===== config.mk =====
export PLATFORM = sky130hd
export DESIGN_NAME = axi_write_master_q
export DESIGN_NICKNAME = d
export VERILOG_FILES = /design/src/rtl/axi_write_master_q.sv
export SDC_FILE = /design/constraint.sdc
export NUM_CORES = 2
export LEC_CHECK = 0
export ABC_AREA = 1
export CELL_PAD_IN_SITES_DETAIL_PLACEMENT = 0
export CELL_PAD_IN_SITES_GLOBAL_PLACEMENT = 1
export CORE_ASPECT_RATIO = 0.7
export CORE_UTILIZATION = 56
export DETAILED_ROUTE_END_ITERATION = 10
export HOLD_SLACK_MARGIN = 0.15
export PLACE_DENSITY = 0.81
export SYNTH_ARGS = -nofsm -noshare
export SYNTH_HDL_FRONTEND = slang
export SYNTH_SLANG_ARGS = --single-unit

===== constraint.sdc =====
create_clock -name devclock -period 6.66 [get_ports devclock]
set_input_delay 1.998 -clock devclock [delete_from_list [all_inputs] [get_ports devclock]]
set_output_delay 1.998 -clock devclock [all_outputs]
set_load 0.01 [all_outputs]

===== src/rtl/axi_write_master_q.sv =====
`default_nettype none
// ============================================================================
// Module : axi_write_master_q
// Brief  : AXI3 write master fed by command and data FIFOs. Issues AW only once
//          the whole burst is buffered and returns B responses tagged by ID.
// Rev    : 1.0 - initial release
// ============================================================================
module axi_write_master_q #(
  parameter int DATA_W     = 32,
  parameter int ID_W       = 4,
  parameter int CMD_DEPTH  = 8,
  parameter int DATA_DEPTH = 64,
  parameter int MAX_OUTS   = 4
) (
  input  logic                devclock,
  input  logic                ARESETn,
  input  logic                cmd_valid,
  output logic                cmd_ready,
  input  logic [ID_W-1:0]     cmd_id,
  input  logic [31:0]         cmd_addr,
  input  logic [3:0]          cmd_len,
  input  logic [2:0]          cmd_size,
  input  logic [1:0]          cmd_burst,
  input  logic                wd_valid,
  output logic                wd_ready,
  input  logic [DATA_W-1:0]   wd_data,
  input  logic [DATA_W/8-1:0] wd_strb,
  output logic                resp_valid,
  output logic [ID_W-1:0]     resp_id,
  output logic [1:0]          resp_code,
  output logic [ID_W-1:0]     AWID,
  output logic [31:0]         AWADDR,
  output logic [3:0]          AWLEN,
  output logic [2:0]          AWSIZE,
  output logic [1:0]          AWBURST,
  output logic [1:0]          AWLOCK,
  output logic [3:0]          AWCACHE,
  output logic [2:0]          AWPROT,
  output logic                AWVALID,
  input  logic                AWREADY,
  output logic [ID_W-1:0]     WID,
  output logic [DATA_W-1:0]   WDATA,
  output logic [DATA_W/8-1:0] WSTRB,
  output logic                WLAST,
  output logic                WVALID,
  input  logic                WREADY,
  input  logic [ID_W-1:0]     BID,
  input  logic [1:0]          BRESP,
  input  logic                BVALID,
  output logic                BREADY
);

  localparam int STRB_W = DATA_W / 8;
  localparam int CAW    = $clog2(CMD_DEPTH);
  localparam int DAW    = $clog2(DATA_DEPTH);
  localparam int DCW    = DAW + 1;
  localparam int CMD_W  = ID_W + 32 + 4 + 3 + 2;
  localparam int DAT_W  = DATA_W + STRB_W;
  localparam int IQW    = (MAX_OUTS > 1) ? $clog2(MAX_OUTS) : 1;

  localparam logic [3:0]     c_max_outs = 4'(MAX_OUTS);
  localparam logic [IQW-1:0] c_iq_last  = IQW'(MAX_OUTS - 1);

  // ---------------- command FIFO ----------------
  logic [CMD_W-1:0] r_cmd_mem [CMD_DEPTH];
  logic [CAW:0]     r_cmd_wr, r_cmd_rd;
  logic             w_cmd_empty, w_cmd_full, w_cmd_push;
  logic [ID_W-1:0]  w_h_id;
  logic [31:0]      w_h_addr;
  logic [3:0]       w_h_len;
  logic [2:0]       w_h_size;
  logic [1:0]       w_h_burst;

  assign w_cmd_empty = (r_cmd_wr == r_cmd_rd);
  assign w_cmd_full  = (r_cmd_wr[CAW] != r_cmd_rd[CAW]) &&
                       (r_cmd_wr[CAW-1:0] == r_cmd_rd[CAW-1:0]);
  assign cmd_ready   = !w_cmd_full;
  assign w_cmd_push  = cmd_valid && cmd_ready;
  assign {w_h_id, w_h_addr, w_h_len, w_h_size, w_h_burst} = r_cmd_mem[r_cmd_rd[CAW-1:0]];

  always_ff @(posedge devclock) begin
    if (w_cmd_push) r_cmd_mem[r_cmd_wr[CAW-1:0]] <= {cmd_id, cmd_addr, cmd_len, cmd_size, cmd_burst};
  end

  // ---------------- data FIFO ----------------
  logic [DAT_W-1:0] r_dat_mem [DATA_DEPTH];
  logic [DAW:0]     r_dat_wr, r_dat_rd;
  logic             w_dat_full, w_dat_push;
  logic [DCW-1:0]   w_dat_count;

  assign w_dat_full  = (r_dat_wr[DAW] != r_dat_rd[DAW]) &&
                       (r_dat_wr[DAW-1:0] == r_dat_rd[DAW-1:0]);
  assign wd_ready    = !w_dat_full;
  assign w_dat_push  = wd_valid && wd_ready;
  assign w_dat_count = r_dat_wr - r_dat_rd;
  assign {WDATA, WSTRB} = r_dat_mem[r_dat_rd[DAW-1:0]];

  always_ff @(posedge devclock) begin
    if (w_dat_push) r_dat_mem[r_dat_wr[DAW-1:0]] <= {wd_data, wd_strb};
  end

  // ---------------- AW issue ----------------
  logic [DCW-1:0] r_pend;
  logic [DCW-1:0] w_avail, w_need;
  logic [3:0]     r_outs;
  logic           w_aw_hs, w_w_hs, w_b_hs, w_last_hs;

  // Beats already promised to accepted bursts are not available for new AWs.
  assign w_avail = w_dat_count - r_pend;
  assign w_need  = DCW'(w_h_len) + DCW'(1);

  assign AWVALID = !w_cmd_empty && (r_outs < c_max_outs) && (w_avail >= w_need);
  assign AWID    = w_h_id;
  assign AWADDR  = w_h_addr;
  assign AWLEN   = w_h_len;
  assign AWSIZE  = w_h_size;
  assign AWBURST = w_h_burst;
  assign AWLOCK  = 2'b00;
  assign AWCACHE = 4'b0000;
  assign AWPROT  = 3'b000;
  assign w_aw_hs = AWVALID && AWREADY;

  // ---------------- issue queue (AW order -> W order) ----------------
  logic [ID_W-1:0] r_iq_id  [MAX_OUTS];
  logic [3:0]      r_iq_len [MAX_OUTS];
  logic [IQW-1:0]  r_iq_wr, r_iq_rd;
  logic [3:0]      r_iq_cnt;
  logic [3:0]      r_beat;

  assign WVALID    = (r_iq_cnt != 4'd0);
  assign WID       = r_iq_id[r_iq_rd];
  assign WLAST     = WVALID && (r_beat == r_iq_len[r_iq_rd]);
  assign w_w_hs    = WVALID && WREADY;
  assign w_last_hs = w_w_hs && WLAST;

  assign BREADY    = (r_outs != 4'd0);
  assign w_b_hs    = BVALID && BREADY;

  always_ff @(posedge devclock) begin
    if (w_aw_hs) begin
      r_iq_id[r_iq_wr]  <= w_h_id;
      r_iq_len[r_iq_wr] <= w_h_len;
    end
  end

  always_ff @(posedge devclock) begin
    if (!ARESETn) begin
      r_cmd_wr    <= '0;
      r_cmd_rd    <= '0;
      r_dat_wr    <= '0;
      r_dat_rd    <= '0;
      r_pend      <= '0;
      r_outs      <= 4'd0;
      r_iq_wr     <= '0;
      r_iq_rd     <= '0;
      r_iq_cnt    <= 4'd0;
      r_beat      <= 4'd0;
      resp_valid  <= 1'b0;
      resp_id     <= '0;
      resp_code   <= 2'b00;
    end else begin
      if (w_cmd_push) r_cmd_wr <= r_cmd_wr + 1'b1;
      if (w_aw_hs)    r_cmd_rd <= r_cmd_rd + 1'b1;
      if (w_dat_push) r_dat_wr <= r_dat_wr + 1'b1;
      if (w_w_hs)     r_dat_rd <= r_dat_rd + 1'b1;

      r_pend <= r_pend + (w_aw_hs ? w_need : '0) - (w_w_hs ? DCW'(1) : '0);

      case ({w_aw_hs, w_b_hs})
        2'b10:   r_outs <= r_outs + 4'd1;
        2'b01:   r_outs <= r_outs - 4'd1;
        default: r_outs <= r_outs;
      endcase

      if (w_aw_hs)   r_iq_wr <= (r_iq_wr == c_iq_last) ? '0 : r_iq_wr + 1'b1;
      if (w_last_hs) r_iq_rd <= (r_iq_rd == c_iq_last) ? '0 : r_iq_rd + 1'b1;
      case ({w_aw_hs, w_last_hs})
        2'b10:   r_iq_cnt <= r_iq_cnt + 4'd1;
        2'b01:   r_iq_cnt <= r_iq_cnt - 4'd1;
        default: r_iq_cnt <= r_iq_cnt;
      endcase

      if (w_w_hs) r_beat <= WLAST ? 4'd0 : r_beat + 4'd1;

      resp_valid <= w_b_hs;
      if (w_b_hs) begin
        resp_id   <= BID;
        resp_code <= BRESP;
      end
    end
  end

endmodule
`default_nettype wire


Yosys cells after proc, flatten, opt, wreduce, memory -nomap -nowiden --
Memories as Yosys holds them, arrays and structs flattened. A register that Yosys moved wholly into a read port is not among the register bits. Index checks and enable logic that the tools add are counted. W data, S select, Z words.
Operators by class: $add $sub $neg 16, $lt $le $gt $ge 2, eq/ne operators 12, mux-type cells 21, reduce and logical (&&, ||, !) cells 18
Operators with widths (number):
- $add A4 B1 Y4 const B | 5
- $pmux W4 S2 | 2
- $add A7 B1 Y7 const B | 2
- $sub A7 B7 Y7 | 2
- $mux W2 | 6
- $mux W6 | 2
- $logic_and A1 B1 Y1 | 11
- $eq A2 B2 Y1 const B | 4
- $eq A4 B4 Y1 | 2
- $reduce_bool A4 Y1 | 2
- $sub A4 B1 Y4 const B | 2
- $add A7 B5 Y7 | 1
- $ge A7 B5 Y1 | 1
- $mux W1 | 7
- $sub A7 B1 Y7 | 1
- $eq A6 B6 Y1 | 1
- $mux W3 | 2
- $add A4 B1 Y5 const B | 1
- $mux W5 | 1
- $add A2 B1 Y2 const B | 2
- $eq A2 B1 Y1 const B | 2
- $lt A4 B3 Y1 const B | 1
- $mux W4 | 1
- $reduce_bool A2 Y1 | 2
- 3 further kinds | 6
Word-level totals: bits in registers 52, bits in writable memories 2696, input port bits 94, output and inout port bits 107, memories 4
Memories:
- r_dat_mem | words 64, bits a word 36, read ports 1, clocked after memory_dff 1, write ports 1, line 86 | logic [DAT_W-1:0] r_dat_mem [DATA_DEPTH];
- r_cmd_mem | words 8, bits a word 45, read ports 1, clocked after memory_dff 1, write ports 1, line 65 | logic [CMD_W-1:0] r_cmd_mem [CMD_DEPTH];
- r_iq_id | words 4, bits a word 4, read ports 1, clocked after memory_dff 1, write ports 1, line 124 | logic [ID_W-1:0] r_iq_id [MAX_OUTS];
- r_iq_len | words 4, bits a word 4, read ports 1, clocked after memory_dff 1, write ports 1, line 125 | logic [3:0] r_iq_len [MAX_OUTS];

Logic depth before layout (Yosys ltp) --
depth after elaboration 8, gate-level depth with buffers 36

Worst setup path after synthesis --
No wires, ideal clock.
path type input -> register, start point input port wd_valid, end point memory r_dat_mem[63][0] (netlist name) (enable), arrival 4723 ps, required time 6186 ps, slack 1463 ps, stages 3, path buffers 1, cell sequence nand2_1 -> buf_2 -> nor3_1
Between the ends: cells in the longest elaborated chain, start to end 3
Ends and longest elaborated chain:
- start, declared | line 24 | input logic wd_valid,
- $logic_and A1 B1 Y1 | line 94 | assign w_dat_push = wd_valid && wd_ready;
- $mux W1 | line 99 | if (w_dat_push) r_dat_mem[r_dat_wr[DAW-1:0]] <= {wd_data, wd_strb};
- $mux W1 (not written as such) | line 99
- end, declared | line 86
Every way passes these cells.

==> results.ini <==
[status]
status = finished, final reports clean

[layout]
layout-drive-gt1-share_pct = 7.64
fin_util_pct = 63.2
area_growth_syn_to_layout_pct = 11.9
layout.nets = 8850
fillers = 14500

[logic_synthesis]
ys_warn_count = 0
synth_seq_area_share_pct = 75.1
syn-cell-area_um2 = 109000
synth_top_area_share_pct = 73.9
postSynthRegisterBits = 2759
yosysUniqueCellTypes = 39
avgSynthCellArea_um2 = 12.7
synth_top_area_cell = edfxtp_1
netlist_instances = 8627
ys_top_cells_by_area = edfxtp_1 74%, o21ai_0 6.2%, nor2_1 5.5%, o22ai_1 3.6%, nand2_1 3.2%

[clocking]
clk_latency_ps = 840
clk_pin_slew_ps = 60
htree_levels = 5
cts_tree = yes
clock_sinks = 2759
cts-root-buf = clkbuf_16
cts_setup_buffers = 0
cts_inserted_buffers = 267
clk_path_buf_depth = 4

[timing]
fin_ws_ps = 358
rsz0062_at_grt = false
setup_viol = 0
maxSlewViolCount = 0
maxClockFrequency_mhz = 159
tightest_slew_ps = 1260
min_period_over_period_pct = 94.6
skew_ps = 45.6
min_period_ps = 6300
slew_headroom_pct = 16.0
finalSetupTns_ps = 0
hold_viol_final = 0

[setup_path]
crit_type = register to output pin
critPathCaptureType = output pin
cp_cell_sequence = buf_12 -> buf_12 -> o21ai_0 -> o22ai_1 -> nand2_1 -> nand3_1 -> nand3_1 -> nand2_1 -> nand2_1 -> nand2_1 -> clkdlybuf4s50_1
cp_slowest_cell = clkdlybuf4s50_1
cp_num_buf_inv = 3
rr_endpoint = r_pend[6]$_SDFF_PN0_
r2r_slack_ps = 1420
worst-path-stages = 11
worstSetupEndpoint = WDATA[21]
r2r_cells = 32
cp_max_fo = 160
critPathLaunchType = register
arrival_ps = 4300
required_ps = 4660
cpMostUsedCell = nand2_1
critical_path.top_delay_family = buffers and inverters
critPathMaxStageDelay_ps = 730

[placed_design]
place_congestion = 0.803
dp_hpwl_mm = 153
post-place-ws_ps = 907
port_buffers = 191

[floorplan]
start_util_pct = 56.5
die_height_um = 372
fp-row-count = 135
coreArea_um2 = 194000
die_area_um2 = 197000
ios = 201
die_w_um = 531

[global_routing]
gr-total-overflow = 0
grt_max_degree = 198
grtUsageTotal_pct = 29.5
grt_pass1_vias = 66300
antenna_found_initial = 13
grt_first_pass_wirelength_mm = 432

[power_and_ir_drop]
power_density_nw_per_um2 = 390
p_leak_nw = 40.7
peakVddDrop_mv = 0.261

[detailed_routing]
final_antenna_net_count = 0
wl_mm = 294
wl_per_cell_um = 25.6
first_iter_violations = 9675
first_pass_iters = 6
via_per_inst = 6.17
vias = 70900
drcViolationCount = 0

[run]
cap_violations = 0

[hold_path]
hold_class = register to register
hold_depth = 1

## repair_timing
item | CTS | global route
gates resized for setup | 1 | 3
endpoints found under the setup margin | 1 | 1
pin swaps | 0 | 0
cloned | 0 | 0
hold buffers | 0 | 0
## sequential cells by signal, indices dropped and copies added (netlist names), 7 cells and up, named ones only
| name | flops |
|---|---|
| r_dat_mem | 2304 |
| r_cmd_mem | 360 |
| r_iq_id | 16 |
| r_iq_len | 16 |
| r_dat_rd | 7 |
| r_dat_wr | 7 |
| r_pend | 7 |
## cells in the mapped netlist
master / number
edfxtp_1: 2696
nor2_1: 1594
o21ai_0: 1363
nand2_1: 934
o22ai_1: 627
nand3_1: 445
clkbuf_1: 346
buf_2: 138
inv_1: 101
dfxtp_1: 63
buf_1: 52
a31oi_1: 43
ha_1: 41
a21oi_1: 40
buf_4: 28
buf_6: 24
xor2_1: 17
nand4_1: 13
xnor2_1: 12
fa_1: 9
o21ai_1: 8
inv_2: 6
nor3_1: 5
nand4_2: 3
a211oi_1: 2
buf_8: 2
clkinv_1: 2
o211ai_1: 2
a21boi_1: 1
a21o_1: 1
and3_1: 1
clkbuf_2: 1
clkinv_2: 1
conb_1: 1
inv_6: 1
mux2i_1: 1
nand3_2: 1
nor2_2: 1
o21a_1: 1
## cells by family after synthesis
kind of cell               share of synthesized area [%]
adders and majority gates                          0.633
xor gates and xnor gates                           0.232
DFF                                                 75.1
muxes                                            0.00914
and+or+nand+nor                                     10.9
buffers and inverters                               2.85
AOI/OAI and AO/OA                                   10.3
other                                            0.00342
## routing by layer
metal  part of all wire [%]  track usage [%]  vias to the layer above  routed length [um]
li1                       -                -                    31700                   -
met2                     44             43.7                     3672              130000
met5                  0.016                0                        -                  46
met4                    2.8             8.74                        8                8290
met1                     42             44.8                    35000              124000
met3                     11             5.18                      486               31700
## through the flow
| step | hold slack [ps] | power, mW | cell area [um2] | cells |
|---|---|---|---|---|
| 5_1_grt | 473 | 50.1 | 122000 | 11500 |
| 3_5_place_dp | 442 | 33.6 | 114000 | 11000 |
| 3_3_place_gp | 439 | 33.4 | 114000 | 11000 |
| 6_report | 452 | 47.7 | 122000 | 11500 |
| 2_1_floorplan | 422 | 29.2 | 110000 | 8635 |
| 4_1_cts | 450 | 47.8 | 122000 | 11500 |
## worst min path at each step
| stage | startpoint | endpoint | slack [ps] |
|---|---|---|---|
| final | r_outs[0]$_SDFFE_PN0P_ | r_outs[0]$_SDFFE_PN0P_ | 450 |
| after global routing | r_iq_cnt[0]$_SDFFE_PN0P_ | r_iq_cnt[0]$_SDFFE_PN0P_ | 470 |
| after CTS | r_outs[0]$_SDFFE_PN0P_ | r_outs[0]$_SDFFE_PN0P_ | 450 |
| after detailed placement | r_outs[0]$_SDFFE_PN0P_ | r_outs[0]$_SDFFE_PN0P_ | 440 |
| after global placement | r_outs[0]$_SDFFE_PN0P_ | r_outs[0]$_SDFFE_PN0P_ | 440 |
| after floorplan | r_iq_cnt[0]$_SDFFE_PN0P_ | r_iq_cnt[0]$_SDFFE_PN0P_ | 420 |
## area by class of cell
cell class / instances / area [um2] / area share [%]
diodes: 6 / 15.0 / 0.0123
clock inverters: 116 / 768 / 0.627
inverters: 111 / 477 / 0.389
flip-flops and latches: 2759 / 82200 / 67.1
multi-input cells: 5174 / 24700 / 20.2
well taps: 2603 / 3260 / 2.66
repair buffers: 393 / 3780 / 3.09
clock buffers: 335 / 7230 / 5.90
## cells in the final DEF (no fill, tap or decap), types with 98 or more instances in the layout
cell type	instances
edfxtp_1	2696
o21ai_0	1362
clkdlybuf4s50_1	155
clkbuf_16	279
nand3_1	445
o22ai_1	627
buf_4	158
nor2_1	1525
nand2_1	934
inv_1	98
## where the power goes
part / internal [mW] / leakage [nW] / switching, mW / total, mW
clock: 7.99 / 3.92 / 6.28 / 14.3
sequential: 19.3 / 24.8 / 0.216 / 19.5
combinational: 4.60 / 12.0 / 9.31 / 13.9
Note: power is estimated with default switching activity, not from simulation.
